**src/rtl/studio_keypad_pkg.sv**
```systemverilog
// Shared constants, index types and the PS/2 set-2 scancode map for the
// Studio II keypad controller.
package studio_keypad_pkg;

   localparam int MAX_PADS = 4;
   localparam int MAX_KEYS = 16;

   typedef logic [3:0] key_idx_t;
   typedef logic [1:0] pad_idx_t;

   typedef struct packed {
      logic     valid;
      pad_idx_t pad;
      key_idx_t key;
   } map_entry_t;

   function automatic map_entry_t map_hit(input pad_idx_t pad, input key_idx_t key);
      map_entry_t e;
      e.valid = 1'b1;
      e.pad   = pad;
      e.key   = key;
      return e;
   endfunction

   // Key index equals the keypad legend digit, so key 0 is the last key of each row.
   function automatic map_entry_t scan_lookup(input logic [7:0] code);
      map_entry_t e;
      e = '0;
      case (code)
         8'h16: e = map_hit(2'd0, 4'd1);
         8'h1E: e = map_hit(2'd0, 4'd2);
         8'h26: e = map_hit(2'd0, 4'd3);
         8'h25: e = map_hit(2'd0, 4'd4);
         8'h2E: e = map_hit(2'd0, 4'd5);
         8'h36: e = map_hit(2'd0, 4'd6);
         8'h3D: e = map_hit(2'd0, 4'd7);
         8'h3E: e = map_hit(2'd0, 4'd8);
         8'h46: e = map_hit(2'd0, 4'd9);
         8'h45: e = map_hit(2'd0, 4'd0);
         8'h15: e = map_hit(2'd1, 4'd1);
         8'h1D: e = map_hit(2'd1, 4'd2);
         8'h24: e = map_hit(2'd1, 4'd3);
         8'h2D: e = map_hit(2'd1, 4'd4);
         8'h2C: e = map_hit(2'd1, 4'd5);
         8'h35: e = map_hit(2'd1, 4'd6);
         8'h3C: e = map_hit(2'd1, 4'd7);
         8'h43: e = map_hit(2'd1, 4'd8);
         8'h44: e = map_hit(2'd1, 4'd9);
         8'h4D: e = map_hit(2'd1, 4'd0);
         8'h1C: e = map_hit(2'd2, 4'd1);
         8'h1B: e = map_hit(2'd2, 4'd2);
         8'h23: e = map_hit(2'd2, 4'd3);
         8'h2B: e = map_hit(2'd2, 4'd4);
         8'h34: e = map_hit(2'd2, 4'd5);
         8'h33: e = map_hit(2'd2, 4'd6);
         8'h3B: e = map_hit(2'd2, 4'd7);
         8'h42: e = map_hit(2'd2, 4'd8);
         8'h4B: e = map_hit(2'd2, 4'd9);
         8'h4C: e = map_hit(2'd2, 4'd0);
         8'h1A: e = map_hit(2'd3, 4'd1);
         8'h22: e = map_hit(2'd3, 4'd2);
         8'h21: e = map_hit(2'd3, 4'd3);
         8'h2A: e = map_hit(2'd3, 4'd4);
         8'h32: e = map_hit(2'd3, 4'd5);
         8'h31: e = map_hit(2'd3, 4'd6);
         8'h3A: e = map_hit(2'd3, 4'd7);
         8'h41: e = map_hit(2'd3, 4'd8);
         8'h49: e = map_hit(2'd3, 4'd9);
         8'h4A: e = map_hit(2'd3, 4'd0);
         default: e = '0;
      endcase
      return e;
   endfunction

endpackage

```
**src/rtl/studio_keypad_map.sv**
```systemverilog
// Combinational scancode decode: {extended, scancode} -> {valid, pad, key}.
// Extended codes never map to a keypad key.
module studio_keypad_map
   import studio_keypad_pkg::*;
(
   input  logic       extended,
   input  logic [7:0] scancode,
   output logic       valid,
   output pad_idx_t   pad,
   output key_idx_t   key
);

   map_entry_t entry;

   // Table lookup, masked by the extended prefix.
   always_comb begin
      entry = scan_lookup(scancode);
      valid = entry.valid & ~extended;
      pad   = entry.pad;
      key   = entry.key;
   end

endmodule

```
**src/rtl/studio_keypad_ctrl.sv**
```systemverilog
// Studio II keypad controller: per-key pressed bitmap for NUM_PADS keypads,
// CPU-written key-select latch, and one active-low EF flag per pad.
// Optional build macro KEYPAD_HOLD_EN adds a per-pad minimum-assert timer
// that defers releases until the pad's hold down-counter reaches zero.
module studio_keypad_ctrl
   import studio_keypad_pkg::*;
#(
   parameter int          NUM_PADS     = 2,
   parameter int          KEYS_PER_PAD = 10,
   parameter int          SEL_PORT     = 2,
   parameter logic [15:0] HOLD_CYCLES  = 16'd50000
) (
   input  logic                clk_sys,
   input  logic                reset,
   input  logic [10:0]         ps2_key,
   input  logic                io_out,
   input  logic [2:0]          io_n,
   input  logic [7:0]          io_dout,
   output logic [NUM_PADS-1:0] ef_n,
   output logic [3:0]          key_sel,
   output logic [NUM_PADS-1:0] any_key
);

   localparam logic [2:0] SEL_N = 3'(SEL_PORT);
   localparam logic [2:0] PADS_W = 3'(NUM_PADS);
   localparam logic [4:0] KEYS_W = 5'(KEYS_PER_PAD);

   // A zero hold time is rejected; leave the macro undefined to get immediate releases.
   if (NUM_PADS < 1 || NUM_PADS > MAX_PADS || KEYS_PER_PAD < 1 || KEYS_PER_PAD > MAX_KEYS ||
       SEL_PORT < 0 || SEL_PORT > 7 || HOLD_CYCLES == 16'd0) begin : g_bad_param
      $error("studio_keypad_ctrl: illegal parameter combination");
   end

   logic     old_toggle;
   logic     ps2_event;
   logic     map_valid;
   pad_idx_t map_pad;
   key_idx_t map_key;
   logic     key_hit;
   logic     unused_dout;

   logic [NUM_PADS-1:0][KEYS_PER_PAD-1:0] bitmap;
   logic [NUM_PADS-1:0][KEYS_PER_PAD-1:0] set_hit;
   logic [NUM_PADS-1:0][KEYS_PER_PAD-1:0] clr_hit;
   logic [NUM_PADS-1:0]                   sel_hit;

   assign unused_dout = ^io_dout[7:4];
   assign ps2_event   = ps2_key[10] ^ old_toggle;

   studio_keypad_map u_map (
      .extended (ps2_key[8]),
      .scancode (ps2_key[7:0]),
      .valid    (map_valid),
      .pad      (map_pad),
      .key      (map_key)
   );

   assign key_hit = ps2_event && map_valid &&
                    ({1'b0, map_pad} < PADS_W) && ({1'b0, map_key} < KEYS_W);

   // Expand the decoded event into one-hot set/clear strobes over the bitmap.
   always_comb begin
      set_hit = '0;
      clr_hit = '0;
      for (int p = 0; p < NUM_PADS; p++) begin
         for (int k = 0; k < KEYS_PER_PAD; k++) begin
            if (key_hit && map_pad == pad_idx_t'(p) && map_key == key_idx_t'(k)) begin
               set_hit[p][k] = ps2_key[9];
               clr_hit[p][k] = ~ps2_key[9];
            end
         end
      end
   end

   // Toggle tracker follows the input during reset so leaving reset is silent.
   always_ff @(posedge clk_sys) begin
      old_toggle <= ps2_key[10];
   end

   // Key-select latch written by OUT on the select port only.
   always_ff @(posedge clk_sys) begin
      if (reset)
         key_sel <= '0;
      else if (io_out && io_n == SEL_N)
         key_sel <= io_dout[3:0];
   end

`ifdef KEYPAD_HOLD_EN
   logic [NUM_PADS-1:0][15:0]             hold_cnt;
   logic [NUM_PADS-1:0][KEYS_PER_PAD-1:0] pend;

   // Press reloads the pad timer; releases wait in pend until the timer is zero.
   always_ff @(posedge clk_sys) begin
      if (reset) begin
         bitmap   <= '0;
         pend     <= '0;
         hold_cnt <= '0;
      end else begin
         for (int p = 0; p < NUM_PADS; p++) begin
            if (|set_hit[p])
               hold_cnt[p] <= HOLD_CYCLES;
            else if (hold_cnt[p] != 16'd0)
               hold_cnt[p] <= hold_cnt[p] - 16'd1;

            if (hold_cnt[p] == 16'd0) begin
               bitmap[p] <= (bitmap[p] | set_hit[p]) & ~((clr_hit[p] | pend[p]) & ~set_hit[p]);
               pend[p]   <= '0;
            end else begin
               bitmap[p] <= bitmap[p] | set_hit[p];
               pend[p]   <= (pend[p] | clr_hit[p]) & ~set_hit[p];
            end
         end
      end
   end
`else
   // Presses set and releases clear their own bit immediately.
   always_ff @(posedge clk_sys) begin
      if (reset)
         bitmap <= '0;
      else
         bitmap <= (bitmap | set_hit) & ~clr_hit;
   end
`endif

   // Selected-key lookup per pad; a select beyond the pad width matches nothing.
   always_comb begin
      sel_hit = '0;
      for (int p = 0; p < NUM_PADS; p++) begin
         for (int k = 0; k < KEYS_PER_PAD; k++) begin
            if (key_sel == key_idx_t'(k) && bitmap[p][k])
               sel_hit[p] = 1'b1;
         end
      end
   end

   // Registered EF flags and per-pad activity status.
   always_ff @(posedge clk_sys) begin
      if (reset) begin
         ef_n    <= '1;
         any_key <= '0;
      end else begin
         ef_n <= ~sel_hit;
         for (int p = 0; p < NUM_PADS; p++)
            any_key[p] <= |bitmap[p];
      end
   end

endmodule

```
**config.mk**
```make
export PLATFORM = sky130hd
export DESIGN_NAME = studio_keypad_ctrl
export DESIGN_NICKNAME = d
export VERILOG_FILES = /design/src/rtl/studio_keypad_pkg.sv /design/src/rtl/studio_keypad_map.sv /design/src/rtl/studio_keypad_ctrl.sv
export SDC_FILE = /design/constraint.sdc
export NUM_CORES = 1
export LEC_CHECK = 0
export BUFFER_PORTS_ARGS = -buffer_cell sky130_fd_sc_hd__buf_2
export CAP_MARGIN = 20
export CORE_MARGIN = 2
export CORE_UTILIZATION = 50
export DETAILED_ROUTE_END_ITERATION = 6
export GPL_TIMING_DRIVEN = 0
export PLACE_DENSITY = 0.72
export SLEW_MARGIN = 15
export SYNTH_ARGS = -nofsm -noshare
export SYNTH_HDL_FRONTEND = slang
export SYNTH_SLANG_ARGS = --single-unit
```
**constraint.sdc**
```tcl
create_clock -name clk_sys -period 2.1 [get_ports clk_sys]
set_input_delay 0.105 -clock clk_sys [delete_from_list [all_inputs] [get_ports clk_sys]]
set_output_delay 0.105 -clock clk_sys [all_outputs]
set_load 0.05 [all_outputs]
```
==> results.md <==
* Status: completed
* Vias post-DR at 2330
* Final Hold Viols at 0
* Max transition margin at 66.0%
* CP Cell Sequence: buf_6 > inv_1 > ha_1 > nor2b_1 > a311oi_1 > a211oi_2 > nor3b_4 > or4b_1 > a21oi_1
* Slowest cell on the critical path: or4b_1
* First-pass GRT wire length at 10300 um
* Avg WL per Cell at 16.7 um
* Die X at 70.8 um
* Max H-tree Level at 2
* Inst Count DP at 355
* Leakage at 1.06 nW
* Die area at 5010 um2
* Worst VDD drop at 294 uV
* Area of the core at 4320 um2
* Initial Util at 51.6%
* TritonRoute pass-1 iters at 4
* Clock buffer depth at 2
* Worst setup SP type: input port
* F_max at 480 MHz
* Setup TNS at 0 ns
* DRC violations left at 0
* Post-layout net count at 355
* Max-slew violation count at 0
* WP data arrival at 2.30 ns
* Final HPWL DP at 4370 um
* Max incr delay on CP at 0.46 ns
* Post-route ant nets at 0
* Overall routing resource usage at 25.4%
* Most used flip-flop cell after synthesis: dfxtp_1
* Vias in the first global route at 2172
* Worst-margin pin slew at 0.510 ns
* RSZ-0062 raised after global routing: true
* Worst setup EP type: flip-flop
* Final Cycle Share at 99.2%
* Die height at 70.8 um
* Post-synth EDFFs at 0
* Max-Cap Viols at 0
* Sink Count at 29
* DR iter-0 viols at 155
* Row count at 24
* Final setup viols at 0
* GRT overflow at 0
* Post-route total power at 0.00133 W
* Largest net degree at the start of global routing at 11
* CTS tree: yes
* Area Overhead vs Synth at 25.6%
* Worst-Skew Late Latency at 0.29 ns
* CP top delay family: simple AND/OR/NAND/NOR gates
* Initial antenna violation count at 0
* WL final at 6300 um
* CTS root buf: clkbuf_8
* Hold Crit Class: input port to flip-flop
* Crit path kind: input port to flip-flop
* Setup Skew at 0.00282 ns
* Synth Register Bits at 29
* Port Buffer Count at 23
* Register area share after synthesis at 26.0%
* I/O pin total at 33
* Reg clk slew, reported paths at 0.06 ns
* Mean post-synth cell area at 7.96 um2
* Via/cell ratio at 6.20
* CTS buffer count at 5
* Ys Warns at 0
* Final Non-Filler Cells at 376
* Min Tclk post-route at 2.08 ns
* Synthesized area at 2230 um2
* Syn nets at 312
* Power per Cell Area at 475 nW/um2
* Critical Path RT at 2.32 ns
* Crit path buf inv count at 2
* Library cells used by synthesis at 60
* Layout cells sized above 1 at 30.6%
* Antenna cells at 0
* Ys async rst share at 0%
* Final weighted congestion in routability-driven placement at 0.921
* FILL cells at 375
* Critical path peak fanout at 8
* Mapped Cells at 280
[metrics by stage]
stage / setup slack (ns) / cell area, um2 / utilization (%) / hold slack, ns
final: 0.0160 / 2800 / 64.8 / 0.0573
after global routing: -0.0703 / 2800 / 64.8 / 0.0845
after CTS: 0.00144 / 2670 / 61.7 / 0.0573
after detailed placement: -0.649 / 2460 / 56.9 / 0.235
after global placement: -0.659 / 2460 / 56.9 / 0.232
after floorplan: 0.0114 / 2280 / - / 0.133
[power breakdown]
group	internal, W	total (W)	leakage [nW]	switching (W)
Clock	0.000229	0.000449	0.0450	0.000220
Sequential	0.000554	0.000556	0.234	0.00000190
Combinational	0.000137	0.000326	0.783	0.000188
[layout by cell type (no fill, tap or decap), types with 3 or more instances in the layout]
cell type / count
nand3_1: 7
nand2b_1: 15
nand4bb_1: 3
a21oi_1: 23
nor4_1: 4
a31oi_1: 7
o21ai_1: 5
mux2_2: 8
nand4b_1: 3
a21oi_2: 3
buf_4: 13
or4b_1: 3
nor2b_1: 6
nand4_1: 4
o21ai_0: 18
inv_1: 5
buf_2: 28
nand2_1: 21
clkbuf_8: 5
clkbuf_1: 8
nor2_1: 14
buf_6: 4
mux2i_1: 14
dfxtp_1: 29
ha_1: 4
[synth_stat cells, types with 2 or more instances]
master / instances / area share [%]
a21oi_1: 26 / 5.8
a31oi_1: 7 / 2.0
and2_1: 2 / 0.56
and3_1: 2 / 0.56
buf_2: 7 / 1.6
buf_6: 3 / 1.5
clkbuf_1: 11 / 1.9
dfxtp_1: 29 / 26
ha_1: 7 / 3.9
inv_1: 7 / 1.2
mux2_2: 8 / 4.0
mux2i_1: 14 / 6.3
nand2_1: 21 / 3.5
nand2b_1: 17 / 4.8
nand3_1: 8 / 1.8
nand3b_1: 2 / 0.67
nand4_1: 4 / 1.1
nand4b_1: 3 / 1.2
nand4bb_1: 3 / 1.5
nor2_1: 15 / 2.5
nor2b_1: 8 / 2.2
nor3_1: 3 / 0.67
nor3b_1: 2 / 0.67
nor4_1: 4 / 1.1
o21ai_0: 21 / 4.7
o21ai_1: 3 / 0.67
o221ai_1: 3 / 1.2
o22ai_1: 3 / 0.84
o311ai_1: 2 / 0.79
or2_2: 2 / 0.56
or3_1: 2 / 0.56
or4b_1: 3 / 1.3
[area by class of cell]
cell class	instances	area, um2	share of cell area [%]
clock buffer	6	72.6	2.59
timing repair buffer	37	244	8.71
inverter	7	32.5	1.16
clock inverter	2	10.0	0.357
multi-input combinational	220	1650	59.0
buffer	23	144	5.14
sequential	29	581	20.7
tap	52	65.1	2.32
[worst reg2reg max path, stage by stage (launching register included)]
cell and delay, ns:
dfxtp_1 0.40, buf_1 0.40, mux2_2 0.40, nand2_1 0.06, o21ai_0 0.07, a21oi_1 0.14, o21ai_0 0.09, nand2b_1 0.09
[worst paths after layout]
check                   from          to  slack, ns  depth (start not counted)
setup / recovery  ps2_key[2]   flip-flop       0.02                          9
setup reg to reg  key_sel[2]     ef_n[0]       0.39                          7
hold / removal    io_dout[3]  key_sel[3]       0.06                          3
hold reg to reg    flip-flop   flip-flop       0.49                          2
[logic make-up (layout without fill, tap and decap cells)]
| group | after synthesis | after routing | share of synthesized area, % |
|---|---|---|---|
| adders and majority gates | 7 | 7 | 3.93 |
| and+or+nand+nor | 109 | 109 | 28.5 |
| xor gates and xnor gates | 1 | 1 | 0.393 |
| AOI/OAI and AO/OA | 81 | 81 | 23.4 |
| DFF | 29 | 29 | 26.0 |
| buffers and inverters | 31 | 75 | 7.41 |
| muxes | 22 | 22 | 10.3 |
[routing by layer]
layer	vias up	GRT usage [%]	share of wire [%]
met5	-	0	0
met4	0	10.9	3.6
met3	20	3.99	5.7
met2	104	44.4	49
met1	1091	30.8	41
li1	1115	-	-
[timing repair]
action | in CTS | in global routing
endpoints found under the setup margin | 20 | 20
gates resized for setup | 21 | 21
buffers inserted | 4 | 9
pin swaps | 10 | 10
hold buffers | 1 | 0
hold endpoints to repair | 1 | 0
cloned | 0 | 0
No activity file was read; power rests on OpenSTA's default activity.
